`config.mk`:
```
export PLATFORM = sky130hd
export DESIGN_NAME = shift_reg_ctrl_flat
export DESIGN_NICKNAME = d
export VERILOG_FILES = /design/src/rtl/shift_reg_ctrl_pkg.sv /design/src/rtl/shift_reg_ctrl_if.sv /design/src/rtl/shift_reg_ctrl_rr_arb2.sv /design/src/rtl/shift_reg_ctrl.sv /design/src/flat_wrapper.sv
export SDC_FILE = /design/constraint.sdc
export NUM_CORES = 1
export LEC_CHECK = 0
export CORE_MARGIN = 10
export CORE_UTILIZATION = 46
export DETAILED_ROUTE_END_ITERATION = 12
export PLACE_DENSITY = 0.89
export RECOVER_POWER = 100
export SLEW_MARGIN = 20
export SYNTH_ARGS = -nofsm -noshare
export SYNTH_HDL_FRONTEND = slang
export SYNTH_HIERARCHICAL = 1
export SYNTH_SLANG_ARGS = --single-unit
```
`constraint.sdc`:
```
create_clock -name clk -period 4.2 [get_ports clk]
set_clock_uncertainty 0.15 [all_clocks]
set_input_delay 0.84 -clock clk [delete_from_list [all_inputs] [get_ports clk]]
set_output_delay 0.84 -clock clk [all_outputs]
set_load 0.05 [all_outputs]
```
`src/rtl/shift_reg_ctrl_pkg.sv`:
```
`default_nettype none
// ============================================================================
// Module   : shift_reg_ctrl_pkg
// Purpose  : Shared controller state encoding and shift-register mode codes.
// Revision : 1.0 - initial release
// ============================================================================
package shift_reg_ctrl_pkg;

    typedef enum logic [2:0] {
        IDLE   = 3'd0,
        LOAD   = 3'd1,
        SHIFT  = 3'd2,
        RX_OUT = 3'd3,
        DONE   = 3'd4
    } state_t;

    localparam logic [1:0] MODE_HOLD = 2'b00;
    localparam logic [1:0] MODE_SHR  = 2'b01;
    localparam logic [1:0] MODE_SHL  = 2'b10;
    localparam logic [1:0] MODE_LOAD = 2'b11;

    function automatic logic [1:0] shift_mode(input logic dir);
        return dir ? MODE_SHL : MODE_SHR;
    endfunction

endpackage
`default_nettype wire

```
`src/rtl/shift_reg_ctrl_if.sv`:
```
`default_nettype none
// ============================================================================
// Module   : shift_reg_ctrl_if
// Purpose  : Transmit/receive client handshake bundle for shift_reg_ctrl.
// Revision : 1.0 - initial release
// ============================================================================
interface shift_reg_ctrl_if #(
    parameter int WIDTH = 4
) ();
    logic             tx_valid;
    logic             tx_ready;
    logic [WIDTH-1:0] tx_data;
    logic             tx_dir;
    logic             rx_req;
    logic             rx_dir;
    logic             rx_valid;
    logic             rx_ready;
    logic [WIDTH-1:0] rx_data;

    modport master (
        output tx_valid, tx_data, tx_dir, rx_req, rx_dir, rx_ready,
        input  tx_ready, rx_valid, rx_data
    );

    modport slave (
        input  tx_valid, tx_data, tx_dir, rx_req, rx_dir, rx_ready,
        output tx_ready, rx_valid, rx_data
    );
endinterface
`default_nettype wire

```
`src/rtl/shift_reg_ctrl_rr_arb2.sv`:
```
`default_nettype none
// ============================================================================
// Module   : rr_arb2
// Purpose  : Two-requester round-robin arbiter; requester 0 wins after reset.
// Revision : 1.0 - initial release
// ============================================================================
module rr_arb2 (
    input  wire logic       clk,
    input  wire logic       rst,
    input  wire logic       en,
    input  wire logic [1:0] req,
    output logic      [1:0] gnt
);
    // Set means requester 1 was granted last, so requester 0 has priority.
    logic r_last1;

    always_comb begin
        gnt = 2'b00;
        if (en) begin
            case (req)
                2'b01:   gnt = 2'b01;
                2'b10:   gnt = 2'b10;
                2'b11:   gnt = r_last1 ? 2'b01 : 2'b10;
                default: gnt = 2'b00;
            endcase
        end
    end

    always_ff @(posedge clk) begin
        if (rst) begin
            r_last1 <= 1'b1;
        end else if (|gnt) begin
            r_last1 <= gnt[1];
        end
    end
endmodule
`default_nettype wire

```
`src/rtl/shift_reg_ctrl.sv`:
```
`default_nettype none
// ============================================================================
// Module   : shift_reg_ctrl
// Purpose  : Sequences a universal shift register for tx and rx clients.
// Revision : 1.0 - initial release
// ============================================================================
module shift_reg_ctrl
    import shift_reg_ctrl_pkg::*;
#(
    parameter int WIDTH = 4
) (
    input  wire logic             clk,
    input  wire logic             rst,
    input  wire logic             bit_tick,
    input  wire logic             abort,
    shift_reg_ctrl_if.slave       bus,
    output logic                  sr_en,
    output logic      [1:0]       sr_mode,
    output logic      [WIDTH-1:0] sr_d,
    input  wire logic [WIDTH-1:0] sr_q,
    output logic                  busy,
    output logic                  frame_done
);
    localparam int CNT_W = $clog2(WIDTH + 1);

    state_t           r_state;
    state_t           w_next;
    logic [CNT_W-1:0] r_cnt;
    logic             r_dir;
    logic             r_is_rx;
    logic [WIDTH-1:0] r_word;
    logic [1:0]       w_gnt;
    logic             w_abort;
    logic             w_tx_ready;
    logic             w_rx_valid;
    logic [WIDTH-1:0] w_rx_data;

    rr_arb2 u_arb (
        .clk (clk),
        .rst (rst),
        .en  (r_state == IDLE),
        .req ({bus.rx_req, bus.tx_valid}),
        .gnt (w_gnt)
    );

    assign w_abort = abort && (r_state != IDLE);

    always_comb begin
        w_next     = r_state;
        sr_en      = 1'b0;
        sr_mode    = MODE_HOLD;
        w_tx_ready = 1'b0;
        w_rx_valid = 1'b0;
        w_rx_data  = '0;
        frame_done = 1'b0;
        case (r_state)
            IDLE: begin
                w_tx_ready = w_gnt[0];
                if (w_gnt[0])      w_next = LOAD;
                else if (w_gnt[1]) w_next = SHIFT;
            end
            LOAD: begin
                sr_en   = 1'b1;
                sr_mode = MODE_LOAD;
                w_next  = SHIFT;
            end
            SHIFT: begin
                if (bit_tick) begin
                    sr_en   = 1'b1;
                    sr_mode = shift_mode(r_dir);
                    if (r_cnt == CNT_W'(1)) w_next = r_is_rx ? RX_OUT : DONE;
                end
            end
            RX_OUT: begin
                w_rx_valid = 1'b1;
                w_rx_data  = sr_q;
                if (bus.rx_ready) w_next = DONE;
            end
            DONE: begin
                frame_done = 1'b1;
                w_next     = IDLE;
            end
            default: w_next = IDLE;
        endcase
        // An aborted frame neither touches the register nor reports completion.
        if (w_abort) begin
            w_next     = IDLE;
            sr_en      = 1'b0;
            sr_mode    = MODE_HOLD;
            frame_done = 1'b0;
        end
    end

    always_ff @(posedge clk) begin
        if (rst) begin
            r_state <= IDLE;
            r_cnt   <= '0;
            r_dir   <= 1'b0;
            r_is_rx <= 1'b0;
            r_word  <= '0;
        end else begin
            r_state <= w_next;
            if (w_abort) begin
                r_cnt <= '0;
            end else if (w_gnt[0]) begin
                r_word  <= bus.tx_data;
                r_dir   <= bus.tx_dir;
                r_cnt   <= CNT_W'(WIDTH);
                r_is_rx <= 1'b0;
            end else if (w_gnt[1]) begin
                r_dir   <= bus.rx_dir;
                r_cnt   <= CNT_W'(WIDTH);
                r_is_rx <= 1'b1;
            end else if (r_state == SHIFT && bit_tick) begin
                r_cnt <= r_cnt - CNT_W'(1);
            end
        end
    end

    assign sr_d         = r_word;
    assign busy         = (r_state != IDLE);
    assign bus.tx_ready = w_tx_ready;
    assign bus.rx_valid = w_rx_valid;
    assign bus.rx_data  = w_rx_data;
endmodule
`default_nettype wire

```
`src/flat_wrapper.sv`:
```
// flat-port wrapper written by rule: the top's interface ports become plain ports
module shift_reg_ctrl_flat import shift_reg_ctrl_pkg::*;
#(
    parameter int WIDTH = 4
)
  (clk, rst, bit_tick, abort, sr_en, sr_mode, sr_d, sr_q, busy, frame_done, bus_tx_valid, bus_tx_data, bus_tx_dir, bus_rx_req, bus_rx_dir, bus_rx_ready, bus_tx_ready, bus_rx_valid, bus_rx_data);
  shift_reg_ctrl_if #(.WIDTH(WIDTH)) bus_i ();
  input  wire logic clk;
  input  wire logic rst;
  input  wire logic bit_tick;
  input  wire logic abort;
  output logic sr_en;
  output logic      [1:0] sr_mode;
  output logic      [WIDTH-1:0] sr_d;
  input  wire logic [WIDTH-1:0] sr_q;
  output logic busy;
  output logic frame_done;
  input wire logic [$bits(bus_i.tx_valid)-1:0] bus_tx_valid;
  input wire logic [$bits(bus_i.tx_data)-1:0] bus_tx_data;
  input wire logic [$bits(bus_i.tx_dir)-1:0] bus_tx_dir;
  input wire logic [$bits(bus_i.rx_req)-1:0] bus_rx_req;
  input wire logic [$bits(bus_i.rx_dir)-1:0] bus_rx_dir;
  input wire logic [$bits(bus_i.rx_ready)-1:0] bus_rx_ready;
  output wire logic [$bits(bus_i.tx_ready)-1:0] bus_tx_ready;
  output wire logic [$bits(bus_i.rx_valid)-1:0] bus_rx_valid;
  output wire logic [$bits(bus_i.rx_data)-1:0] bus_rx_data;
  assign bus_i.tx_valid = bus_tx_valid;
  assign bus_i.tx_data = bus_tx_data;
  assign bus_i.tx_dir = bus_tx_dir;
  assign bus_i.rx_req = bus_rx_req;
  assign bus_i.rx_dir = bus_rx_dir;
  assign bus_i.rx_ready = bus_rx_ready;
  assign bus_tx_ready = bus_i.tx_ready;
  assign bus_rx_valid = bus_i.rx_valid;
  assign bus_rx_data = bus_i.rx_data;
  shift_reg_ctrl #(.WIDTH(WIDTH)) u_core (.clk(clk), .rst(rst), .bit_tick(bit_tick), .abort(abort), .bus(bus_i), .sr_en(sr_en), .sr_mode(sr_mode), .sr_d(sr_d), .sr_q(sr_q), .busy(busy), .frame_done(frame_done));
endmodule
```
==> results.yml, run 1 <==
timing:
  fin_crit_sh_pct: 92.0
  tns_ns: 0
  rsz0062_at_grt: "false"
  setup_viol: 0
  finalHoldViolCount: 0
  max_slew_margin_pct: 65.4
  worstMarginPinSlew_ns: 0.518
  fin_crit_ns: 3.86
  max_freq_mhz: 259
  finalMaxSlewViolations: 0
critical_path:
  startpoint: "bit_tick"
  arrival_ns: 2.87
  start_kind: "input port"
  worst_r2r_path_depth: 7
  crit_path_max_fanout: 4
  crit_end: "sr_mode[0]"
  end_kind: "primary output"
  cpPeakStageDelay_ns: 0.88
  rr_endpoint: "u_core/sr_d[0]$_SDFFE_PP0P_"
  cp_top_family: "buffers and inverters"
  ff2ff_setup_slack_ns: 1.86
  crit_buf_inv: 2
  rr_startpoint: "u_core/r_state[1]$_SDFFE_PP0P_"
  worstPathRequired_ns: 3.21
  path_depth: 5
  cpMaxStageDelayCell: "dlygate4sd3_1"
  crit_chain: "dlygate4sd3_1 > nand3b_1 > a211o_1 > a21oi_1 > dlygate4sd3_1"
  crit_top_cell: "dlygate4sd3_1"
  crit_type: "in2out"
logic_synthesis:
  ys_top_cells_by_area: "dfxtp_1, nand4b_1, nand2b_1"
  synth_top_area_share_pct: 31.5
  syn_avg_cell_area_um2: 8.53
  syn_nets: 116
  ys_seq_area_share_pct: 31.5
  synth_edf_count: 0
  synth_seq_cells: 13
  synth_ff_type: "dfxtp_1"
  syn-cell-area_um2: 827
  ys.warnings.count: 6
  syn_inst: 97
  ys_types: 36
  async_flop_share_pct: 0
  yosys.area.top_type: "dfxtp_1"
routing:
  top_layer_used: "met4"
  drc: 0
  ant_nets: 0
  vias_per_cell: 5.41
  vias: 833
  wl_met3_um: 223
  drt_iter0_drc: 14
  drt_wl_total_um: 2210
  wire_per_inst_um: 14.4
  wl_met1_um: 1010
  wl_met2_um: 962
  drtPass1Iterations: 4
clock_tree:
  ctsRootBufferMaster: "clkbuf_4"
  cts_tree: "built"
  postCtsHoldBufs: 0
  htree_num_levels: 1
  postCtsSetupBuffers: 0
  numClockSinks: 13
  clockBufferDepth: 2
  path_clk_slew_ns: 0.08
  insertion_delay_ns: 0.28
  cts-resized-gates: 0
  cts_buffers: 3
pwr:
  switching_share_pct: 50.4
  p_leak_nw: 0.475
  finalPower_mw: 0.671
  irDropWorstVdd_uv: 379
  intPower_mw: 0.333
  net-switching-power_mw: 0.338
  powerDensity_mw_per_mm2: 576
  p_clk_share_pct: 11.9
  p_comb_share_pct: 57.6
  pwr-share-seq_pct: 30.5
die:
  fp.dieH_um: 62.4
  design.core.area_mm2: 0.00171
  die_area_mm2: 0.00389
  num_io_pins: 32
  die_w_um: 62.4
  row_count: 15
  initial_core_util_pct: 48.4
place:
  gp_congestion: 0.755
  post-dp-hpwl_um: 1720
  port_buffers: 31
global_route:
  first_global_vias: 806
  antenna_found_initial: 0
  grtUsageTotal_pct: 10.9
  grt-ovfl-total: 0
  grt_pass1_wl_um: 3630
  grt_max_degree: 17
run_status:
  status: "finished clean"
finish:
  syn2layout_area_growth_pct: 40.8
  layout-drive-gt1-share_pct: 6.98
  nets: 149
  antennaDiodeCount: 0
min_path:
  hold_path_class: "reg2reg"
flow_run:
  max_cap_violations: 0
## cells by family (layout without fill, tap and decap cells)
| logic type | Yosys count | count (layout) | share of synthesized area (%) |
|---|---|---|---|
| compound gates | 22 | 22 | 18.3 |
| buf+inv | 13 | 45 | 7.26 |
| flops | 13 | 13 | 31.5 |
| xor+xnor | 1 | 1 | 1.06 |
| fa+ha+maj | 2 | 2 | 3.03 |
| simple gates | 46 | 46 | 38.9 |
## cell usage after synthesis, types with 4 or more instances
cell type  count
a21oi_1        6
and2_1         6
dfxtp_1       13
inv_1          7
nand2_1        6
nand2b_1       7
nand4b_1       6
o21ai_1        5
or3_1          4
## power by group through the flow
stage	combinational, mW	sequential [mW]	clock (mW)
after floorplan	0.282	0.216	0
after global placement	0.397	0.204	0
after detailed placement	0.407	0.207	0
after CTS	0.410	0.204	0.0818
after global routing	0.419	0.210	0.0876
final	0.387	0.204	0.0799
## routing by layer
| metal | vias to the layer above | GRT usage [%] |
|---|---|---|
| li1 | 415 | - |
| met1 | 376 | 12.1 |
| met2 | 40 | 17.6 |
| met3 | 2 | 5.38 |
| met4 | 0 | 4.19 |
| met5 | - | 0 |
## flip-flops by register name (all words and copies together) (netlist names)
signal                flops
u_core/u_arb/r_last1      1
u_core/sr_d               4
u_core/r_cnt              3
u_core/r_is_rx            1
u_core/r_state            3
u_core/r_dir              1
## worst min path at each step
stage | start | end | slack, ns | depth (start not counted)
2_1_floorplan | u_core/r_cnt[2]$_SDFFE_PP0P_ | u_core/r_cnt[2]$_SDFFE_PP0P_ | 0.32 | 2
3_3_place_gp | u_core/sr_d[3]$_SDFFE_PP0P_ | u_core/sr_d[3]$_SDFFE_PP0P_ | 0.30 | 2
3_5_place_dp | u_core/sr_d[2]$_SDFFE_PP0P_ | u_core/sr_d[2]$_SDFFE_PP0P_ | 0.31 | 2
4_1_cts | u_core/sr_d[2]$_SDFFE_PP0P_ | u_core/sr_d[2]$_SDFFE_PP0P_ | 0.33 | 2
5_1_grt | u_core/sr_d[3]$_SDFFE_PP0P_ | u_core/sr_d[3]$_SDFFE_PP0P_ | 0.36 | 2
6_report | u_core/sr_d[2]$_SDFFE_PP0P_ | u_core/sr_d[2]$_SDFFE_PP0P_ | 0.32 | 2
## per-stage QoR
step	util (%)	instances	hold WS [ns]	cell area (µm²)	setup WS (ns)
global route	68.2	154	0.363	1160	0.265
global placement	67.2	150	0.304	1150	0.522
CTS	68.8	154	0.331	1170	0.464
floorplan	-	97	0.321	827	0.727
detailed placement	67.2	150	0.315	1150	0.470
finish	68.2	154	0.323	1160	0.336
## cell type report
class,count,area (µm²)
timing repair buffer,32,312
tap,25,31.3
clock buffer,3,22.5
clock inverter,1,5.00
inverter,9,33.8
fill,149,543
sequential,13,260
multi-input combinational,71,500
## worst reg2reg max path: stages (launching register included)
cell	delay (ns)
dfxtp_1	0.47
or3_1	0.40
inv_1	0.12
nand2_1	0.08
a21oi_1	0.15
clkbuf_1	0.40
and2_0	0.32
o21ai_0	0.13
## placed cells by master (no fill, tap or decap), types with 2 or more instances in the layout
master           instances
nand4b_1                 6
nand2_1                  6
nor3_1                   2
ha_1                     2
nor2_1                   2
o21ai_0                  3
o21ai_1                  4
a211o_1                  2
and2_0                   2
a21oi_1                  6
or3_1                    4
and2_1                   4
nand2b_1                 7
inv_1                    8
dlygate4sd3_1           16
nand3_1                  2
dfxtp_1                 13
a31oi_1                  2
clkbuf_4                 3
nand4bb_1                2
clkdlybuf4s50_1         14
Note: power is estimated with default switching activity, not from simulation.
==> inputs of run 2 (changes only) <==
--- a/config.mk
+++ b/config.mk
@@ -10,7 +10,6 @@
 export DETAILED_ROUTE_END_ITERATION = 12
 export PLACE_DENSITY = 0.89
 export RECOVER_POWER = 100
-export SLEW_MARGIN = 20
 export SYNTH_ARGS = -nofsm -noshare
 export SYNTH_HDL_FRONTEND = slang
 export SYNTH_HIERARCHICAL = 1
==> results of run 2 <==
Final layout, timing and power as in run 1 (identical DEF).
==> inputs of run 3 (changes only) <==
--- a/config.mk
+++ b/config.mk
@@ -5,6 +5,7 @@
 export SDC_FILE = /design/constraint.sdc
 export NUM_CORES = 1
 export LEC_CHECK = 0
+export CAP_MARGIN = 20
 export CORE_MARGIN = 10
 export CORE_UTILIZATION = 46
 export DETAILED_ROUTE_END_ITERATION = 12
==> results of run 3 <==
Final layout, timing and power as in run 1 (identical DEF).
